==> config.mk <==
export PLATFORM = sky130hd
export DESIGN_NAME = section_serializer
export DESIGN_NICKNAME = d
export VERILOG_FILES = /design/src/rtl/section_serializer.sv
export SDC_FILE = /design/constraint.sdc
export NUM_CORES = 1
export LEC_CHECK = 0
export CAP_MARGIN = 10
export CORE_MARGIN = 3
export CORE_UTILIZATION = 57
export DETAILED_ROUTE_END_ITERATION = 10
export DONT_BUFFER_PORTS = 1
export HOLD_SLACK_MARGIN = 0.06
export PLACE_DENSITY_LB_ADDON = 0.25
export SKIP_LAST_GASP = 1
export SYNTH_ARGS = -nofsm -noshare
export SYNTH_HDL_FRONTEND = slang
export SYNTH_SLANG_ARGS = --single-unit
export TNS_END_PERCENT = 20
==> constraint.sdc <==
create_clock -name clk -period 2.1 [get_ports clk]
set_input_delay 0.21 -clock clk [delete_from_list [all_inputs] [get_ports clk]]
set_output_delay 0.21 -clock clk [all_outputs]
set_load 0.02 [all_outputs]
==> src/rtl/section_serializer.sv <==
`default_nettype none
// ============================================================================
// Module   : section_serializer
// Brief    : Buffers compressed row words and emits each row as LSB-first
//            sections with a contiguous enable strobe and an inter-row gap.
// Revision : 1.0 - initial release
// ============================================================================
module section_serializer #(
    parameter int SECTION_SIZE = 4,
    parameter int ROW_SIZE     = 16,
    parameter int FIFO_DEPTH   = 4,
    parameter int LEN_WIDTH    = 5
) (
    input  logic                    clk,
    input  logic                    rst,
    input  logic [ROW_SIZE-1:0]     inData,
    input  logic [LEN_WIDTH-1:0]    inLen,
    input  logic                    inValid,
    output logic                    inReady,
    output logic [SECTION_SIZE-1:0] inputSection,
    output logic                    enable,
    output logic                    rowDone,
    output logic                    busy
);

    localparam int                   c_PTR_W   = $clog2(FIFO_DEPTH);
    localparam int                   c_CNT_W   = $clog2(FIFO_DEPTH + 1);
    localparam int                   c_ENTRY_W = LEN_WIDTH + ROW_SIZE;
    localparam logic [LEN_WIDTH-1:0] c_ROW_LEN = LEN_WIDTH'(ROW_SIZE);
    localparam logic [LEN_WIDTH-1:0] c_SEC_LEN = LEN_WIDTH'(SECTION_SIZE);

    typedef enum logic [1:0] {
        S_IDLE  = 2'd0,
        S_SHIFT = 2'd1,
        S_GAP   = 2'd2
    } state_t;

    // ------------------------------------------------------------------
    // Row FIFO
    // ------------------------------------------------------------------
    logic [c_ENTRY_W-1:0] r_mem [FIFO_DEPTH];
    logic [c_PTR_W-1:0]   r_wptr;
    logic [c_PTR_W-1:0]   r_rptr;
    logic [c_CNT_W-1:0]   r_count;

    logic                 w_full;
    logic                 w_empty;
    logic                 w_push;
    logic                 w_pop;
    logic [LEN_WIDTH-1:0] w_clampLen;

    assign w_full     = (r_count == c_CNT_W'(FIFO_DEPTH));
    assign w_empty    = (r_count == '0);
    // No bypass: a full FIFO refuses input even on a popping cycle.
    assign inReady    = rst && !w_full;
    assign w_push     = inValid && inReady;
    assign w_clampLen = (inLen > c_ROW_LEN) ? c_ROW_LEN : inLen;

    always_ff @(posedge clk) begin
        if (w_push) begin
            r_mem[r_wptr] <= {w_clampLen, inData};
        end
    end

    always_ff @(posedge clk) begin
        if (!rst) begin
            r_wptr  <= '0;
            r_rptr  <= '0;
            r_count <= '0;
        end else begin
            if (w_push) begin
                r_wptr <= r_wptr + c_PTR_W'(1);
            end
            if (w_pop) begin
                r_rptr <= r_rptr + c_PTR_W'(1);
            end
            case ({w_push, w_pop})
                2'b10:   r_count <= r_count + c_CNT_W'(1);
                2'b01:   r_count <= r_count - c_CNT_W'(1);
                default: r_count <= r_count;
            endcase
        end
    end

    // ------------------------------------------------------------------
    // Head-of-FIFO decode
    // ------------------------------------------------------------------
    logic [c_ENTRY_W-1:0] w_head;
    logic [LEN_WIDTH-1:0] w_headLen;
    logic [ROW_SIZE-1:0]  w_headData;
    logic [LEN_WIDTH:0]   w_lenPlus;
    logic [LEN_WIDTH-1:0] w_headSections;

    assign w_head         = r_mem[r_rptr];
    assign w_headLen      = w_head[c_ENTRY_W-1 -: LEN_WIDTH];
    assign w_headData     = w_head[ROW_SIZE-1:0];
    assign w_lenPlus      = {1'b0, w_headLen} + (LEN_WIDTH+1)'(SECTION_SIZE - 1);
    assign w_headSections = LEN_WIDTH'(w_lenPlus / (LEN_WIDTH+1)'(SECTION_SIZE));

    // Zero every section bit at or beyond the row's valid length; bits is the
    // number of valid bits remaining from this section's LSB onward.
    function automatic logic [SECTION_SIZE-1:0] f_mask(
        input logic [SECTION_SIZE-1:0] sec,
        input logic [LEN_WIDTH-1:0]    bits
    );
        logic [SECTION_SIZE-1:0] m;
        for (int i = 0; i < SECTION_SIZE; i++) begin
            m[i] = sec[i] && (LEN_WIDTH'(i) < bits);
        end
        return m;
    endfunction

    function automatic logic [LEN_WIDTH-1:0] f_bitsAfter(
        input logic [LEN_WIDTH-1:0] bits
    );
        return (bits > c_SEC_LEN) ? (bits - c_SEC_LEN) : '0;
    endfunction

    // ------------------------------------------------------------------
    // Serializer FSM
    // ------------------------------------------------------------------
    state_t                  r_state;
    logic [ROW_SIZE-1:0]     r_shift;
    logic [LEN_WIDTH-1:0]    r_remaining;
    logic [LEN_WIDTH-1:0]    r_bitsLeft;
    logic [SECTION_SIZE-1:0] r_section;
    logic                    r_enable;
    logic                    r_rowDone;

    state_t                  w_state_n;
    logic [ROW_SIZE-1:0]     w_shift_n;
    logic [LEN_WIDTH-1:0]    w_remaining_n;
    logic [LEN_WIDTH-1:0]    w_bitsLeft_n;
    logic [SECTION_SIZE-1:0] w_section_n;
    logic                    w_enable_n;
    logic                    w_rowDone_n;

    always_ff @(posedge clk) begin
        if (!rst) begin
            r_state     <= S_IDLE;
            r_shift     <= '0;
            r_remaining <= '0;
            r_bitsLeft  <= '0;
            r_section   <= '0;
            r_enable    <= 1'b0;
            r_rowDone   <= 1'b0;
        end else begin
            r_state     <= w_state_n;
            r_shift     <= w_shift_n;
            r_remaining <= w_remaining_n;
            r_bitsLeft  <= w_bitsLeft_n;
            r_section   <= w_section_n;
            r_enable    <= w_enable_n;
            r_rowDone   <= w_rowDone_n;
        end
    end

    // Outputs are registered one step ahead: r_remaining counts the sections
    // still to present including the one currently on inputSection.
    always_comb begin
        w_state_n     = r_state;
        w_shift_n     = r_shift;
        w_remaining_n = r_remaining;
        w_bitsLeft_n  = r_bitsLeft;
        w_section_n   = '0;
        w_enable_n    = 1'b0;
        w_rowDone_n   = 1'b0;
        w_pop         = 1'b0;

        case (r_state)
            S_IDLE: begin
                if (!w_empty) begin
                    w_pop = 1'b1;
                    if (w_headLen != '0) begin
                        w_state_n     = S_SHIFT;
                        w_shift_n     = w_headData >> SECTION_SIZE;
                        w_remaining_n = w_headSections;
                        w_bitsLeft_n  = f_bitsAfter(w_headLen);
                        w_section_n   = f_mask(w_headData[SECTION_SIZE-1:0], w_headLen);
                        w_enable_n    = 1'b1;
                        w_rowDone_n   = (w_headSections == LEN_WIDTH'(1));
                    end
                end
            end
            S_SHIFT: begin
                if (r_remaining == LEN_WIDTH'(1)) begin
                    w_state_n = S_GAP;
                end else begin
                    w_shift_n     = r_shift >> SECTION_SIZE;
                    w_remaining_n = r_remaining - LEN_WIDTH'(1);
                    w_bitsLeft_n  = f_bitsAfter(r_bitsLeft);
                    w_section_n   = f_mask(r_shift[SECTION_SIZE-1:0], r_bitsLeft);
                    w_enable_n    = 1'b1;
                    w_rowDone_n   = (r_remaining == LEN_WIDTH'(2));
                end
            end
            S_GAP: begin
                w_state_n = S_IDLE;
            end
            default: begin
                w_state_n = S_IDLE;
            end
        endcase
    end

    assign inputSection = r_section;
    assign enable       = r_enable;
    assign rowDone      = r_rowDone;
    assign busy         = !w_empty || (r_state != S_IDLE);

endmodule
`default_nettype wire

After elaboration in Yosys (flattened, before gate mapping)
Memory sizes are Yosys's and may differ from the RTL's. A register that Yosys moved wholly into a read port is not among the register bits.
Cells that the tools add are included.
Storage, ports and cells
  bits in registers: 41
  bits in latches: 0
  bits in writable memories: 84
  memory bits (read-only): 0
  input port bits: 24
  output and inout port bits: 8
  word-level logic and storage cells: 100
  memories: 1
Memories
  r_mem: words 4, bits a word 21, rd ports 1, clocked after Yosys merged registers in 1, write ports 1, RTL line 41  | logic [c_ENTRY_W-1:0] r_mem [FIFO_DEPTH];
Operators by class
  add/subtract/negate cells: 8
  $mul: 0
  div/mod/pow operators: 0
  order comparisons: 11
  equal/unequal tests: 11
  shift operators: 0
  muxes and demuxes: 38
  bitwise gates (word level): 0
  reductions and logical operators: 21
Operators by type and width (number)
  2-to-1 mux 16 bit: 3
  2-to-1 mux 5 bit: 9
  case mux 16 bit (2 select lines): 1
  less-than comparator 1 x 5 -> 1 bit (first input constant): 4
  less-than comparator 2 x 5 -> 1 bit (first input constant): 4
  case mux 5 bit (2 select lines): 2
  2-to-1 mux 4 bit: 3
  > comparator 5 x 3 -> 1 bit (second input constant): 2
  logical AND 1 bit: 10
  2-to-1 mux 1 bit: 10
  2-to-1 mux 2 bit: 5
  subtractor 5 x 3 -> 5 bit (second input constant): 2
  inequality test 2 bit (second input constant): 4
  case mux 4 bit (2 select lines): 1
  adder 5 x 2 -> 6 bit (second input constant): 1
  case mux 3 bit (2 select lines): 1
  nonzero test 2 bit: 3
  == test 5 x 1 -> 1 bit (second input constant): 1
  == test 5 x 2 -> 1 bit (second input constant): 1
  > comparator 5 bit (second input constant): 1
  nonzero test 5 bit: 1
  subtractor 5 x 1 -> 5 bit (second input constant): 1
  adder 2 x 1 -> 2 bit (second input constant): 2
  == test 2 x 1 -> 1 bit (second input constant): 2
  13 further kinds: 15

Depth between registers and ports, before layout
  depth after elaboration: 6
  depth in mapped cells: 11
  gate-level depth less buffers: 10

Worst setup path before layout
No wires, ideal clock.
  path kind: input port to flip-flop
  start: input port rst
  end: register r_count[2]
  setup time: 0.072 ns
  data arrival time: 2.365 ns
  data required time: 2.028 ns
  setup slack: -0.337 ns
  stages on the path: 11
  path through: clkbuf_1 -> inv_2 -> a31oi_1 -> and2_1 -> inv_1 -> ha_1 -> inv_1 -> fa_1 -> xor2_1 -> or3_1 -> a21oi_1
Between the ends
  longest elaborated chain between the ends: 4
  elaborated cells between the ends (all ways): 6
  those cells by class: eq/ne: 2; mux: 1; reduce/logical: 3
Ends and longest elaborated chain
  start, declared: RTL line 15  | input logic rst,
  logical AND 1 bit (*): RTL line 55  | assign inReady = rst && !w_full;
  net inReady: RTL line 19  | output logic inReady,
  logical AND 1 bit (*): RTL line 56  | assign w_push = inValid && inReady;
  == test 2 x 1 -> 1 bit or == test 2 bit (tied branches): RTL line 77  | case ({w_push, w_pop})
  case mux 3 bit (2 select lines) or nonzero test 2 bit (tied branches)
  end signal, assigned: RTL line 78  | 2'b10: r_count <= r_count + c_CNT_W'(1);
  end signal, assigned: RTL line 79  | 2'b01: r_count <= r_count - c_CNT_W'(1);
  end signal, assigned: RTL line 80  | default: r_count <= r_count;
  end, declared: RTL line 44  | logic [c_CNT_W-1:0] r_count;
The timed path passes the listed nets; every way through them passes the cells marked *.
A chain may end at the register's enable or synchronous reset.

==> reports/qor.txt <==
Bufs and invs on worst path -> 3
critical path's slowest cell -> mux4_2
largest net degree at the start of global routing -> 28
CP top delay family -> multiplexers
gpl congestion -> 0.846
Setup violations, final -> 23
Max IR drop VDD -> 0.860 mV
Post-Synthesis Cells -> 352
initial antenna violation count -> 0
Nets -> 462
Seq/Total Area, Yosys -> 64.2%
share of the synthesized area in the top cell type -> 49.0%
synth warn -> 0
synthesized flop and latch total -> 123
TritonCTS clock tree -> done
Post-Synthesis Net Count -> 390
grt total ovfl -> 0
Max FO, Critical Path -> 6
n_diodes -> 0
worst hold path class -> in2reg
Sum Neg Setup Slack -> -1180 ps
kind of end point of the critical path -> flip-flop
post-detail-place hpwl -> 6650 um
Startpoint Class -> flip-flop
Synth area leaders -> edfxtp_1 49%, dfxtp_1 15%, mux4_2 6.1%, mux4_1 3.6%, ha_1 3.2%
cell mode on critical path -> buf_4
Pleak -> 0.00233 uW
TritonRoute pass-1 iters -> 6
final hold slack -> 109 ps
setup ws final -> -90.6 ps
dpl cells -> 477
Via density -> 5.93
placed cell area -> 5550 um^2
asr flop ratio synth -> 0%
cell area after synthesis -> 5150 um^2
final core utilization -> 74.7%
Synth Flop Type -> edfxtp_1
first-pass GRT wire length -> 17800 um
Final min period -> 2190 ps
layout cells sized above 1 -> 29.5%
Slew headroom -> 59.3%
Root Buffer -> clkbuf_8
Final Max Tran Viols -> 0
crit path DAT -> 2660 ps
core area -> 8760 um^2
initial DRC count -> 214
cell area power density -> 1510 nW/um^2
critical path required time -> 2570 ps
Fmax achieved -> 0.456 GHz
vias in the first global route -> 3261
floorplan row count -> 34
Num CTS Buffers -> 17
WL final -> 11700 um
Fin. Hold Viols -> 0
final instance area -> 6550 um^2
die height -> 101 um
Initial Util -> 58.8%
clock buffer depth -> 2
syn avg cell area -> 14.6 um^2
Synth top cells by count -> 84 x edfxtp_1, 39 x dfxtp_1, 29 x nor2_1
post-route ant nets -> 0
DRC -> 0
Worst Tran Pin Value -> 608 ps
maxcap violations -> 0
final non-filler cell total -> 545
I/O pin cnt -> 32
Yosys top cell by area -> edfxtp_1
Port-buffer cells -> 0
CTS H-tree depth -> 4
failing checks -> negative setup slack
top-count cell post-synth -> edfxtp_1
critical path, cell by cell -> mux4_2 -> inv_2 -> ha_4 -> nor4b_4 -> buf_4 -> o21ai_4 -> buf_4 -> o21ai_2 -> a32o_1
GR Util All Layers -> 24.1%
RSZ-0062 raised after global routing -> yes
# clock sinks -> 123
CP max stage delay -> 560 ps
worst-skew pair later-pin latency -> 530 ps
Worst Skew -> 12.5 ps
Die X -> 101 um
Clock transition at path regs -> 70 ps
DR WL/cell -> 21.5 um
detailed-route via count -> 3231
Netlist cell types -> 51
Die Area -> 10200 um^2
period utilization -> 104%
status -> complete, but fails checks
CP Class -> reg2reg
Layout area overhead -> 27.2%
number of enable flip-flop cells after synthesis -> 84
==> metrics by stage <==
stage / worst slack (ps) / power (uW)
2_1_floorplan: -39.9 / 5560
3_3_place_gp: -30.4 / 6440
3_5_place_dp: -94.9 / 6510
4_1_cts: -58.2 / 9570
5_1_grt: -185 / 10300
6_report: -90.6 / 9890
==> layout by cell type (no fill, tap or decap), types with 6 or more instances in the layout <==
cell,Yosys,routed
a21oi_1,8,7
dfxtp_1,39,38
inv_1,15,13
nor2_1,29,22
dlygate4sd3_1,0,23
clkbuf_16,0,16
nor3_1,7,6
ha_1,13,11
buf_4,0,35
edfxtp_1,84,84
inv_6,0,7
nor2b_1,7,7
nand2_1,28,27
o21ai_0,12,11
mux4_2,14,16
nor2_2,0,7
==> cell families (layout without fill, tap and decap cells) <==
| group | Yosys count | in the layout | synth area share, % |
|---|---|---|---|
| muxes | 21 | 21 | 9.70 |
| adders and majority gates | 14 | 14 | 3.55 |
| buffers and inverters | 30 | 115 | 2.79 |
| AOI/OAI and AO/OA | 53 | 53 | 8.19 |
| DFF | 123 | 123 | 64.2 |
| and+or+nand+nor | 101 | 101 | 9.91 |
| xor gates and xnor gates | 10 | 10 | 1.70 |
==> worst reg2reg max path, delay by kind of cell, from the launching register on <==
kind | cells | cell delay (ps)
buffers and inverters | 3 | 470
flip-flops | 1 | 400
AO/OA/AOI/OAI | 3 | 330
AND/OR/NAND/NOR | 1 | 240
adder cells (fa/ha/maj) | 1 | 140
multiplexers | 1 | 560
==> state kept, by name, indices dropped and copies added, names as in the netlist, named ones only <==
name,flops
enable,1
inputSection,4
r_bitsLeft,5
r_count,3
r_mem,84
r_remaining,5
r_rptr,2
r_shift,12
r_state,2
r_wptr,2
rowDone,1
==> area by class of cell <==
cell class	instances	area [um^2]
sequential	123	3310
clock inverter	14	171
tap	108	135
timing repair buffer	67	638
clock buffer	18	428
inverter	16	60.1
multi-input combinational	199	1810
fill	541	2210
==> per-layer routing <==
layer  share of wire (%)  track usage (%)  vias up
li1                    -                -     1491
met3                 4.4             5.95       23
met5                   0                0        -
met2                  54             41.1      107
met1                  39             29.8     1610
met4                 1.9             8.90        0
==> path summary, 6_finish.rpt <==
check / from / end / slack [ps] / depth (start not counted)
worst max register to register: flip-flop / r_remaining[2]$_SDFFE_PN0P_ / -90 / 9
worst max-delay path: flip-flop / r_remaining[2]$_SDFFE_PN0P_ / -90 / 9
worst min-delay path: rst / r_count[1]$_SDFFE_PN0P_ / 110 / 3
worst min register to register: r_shift[4]$_SDFFE_PN0P_ / r_shift[0]$_SDFFE_PN0P_ / 490 / 2
==> what timing repair did <==
| item | CTS | global route |
|---|---|---|
| resized for setup | 1 | 18 |
| pin swaps | 1 | 7 |
| buffers inserted | 1 | 12 |
| hold buffers | 23 | 0 |
| endpoints found under the hold margin | 93 | 0 |
| setup endpoints to repair | 22 | 28 |
==> power breakdown <==
| part | total (uW) | switching [uW] | internal (uW) |
|---|---|---|---|
| Clock | 2970 | 1190 | 1770 |
| Sequential | 3270 | 308 | 2970 |
| Combinational | 3650 | 1920 | 1730 |
| Total | 9890 | 3420 | 6470 |
Power figures use the tool's default switching activity.
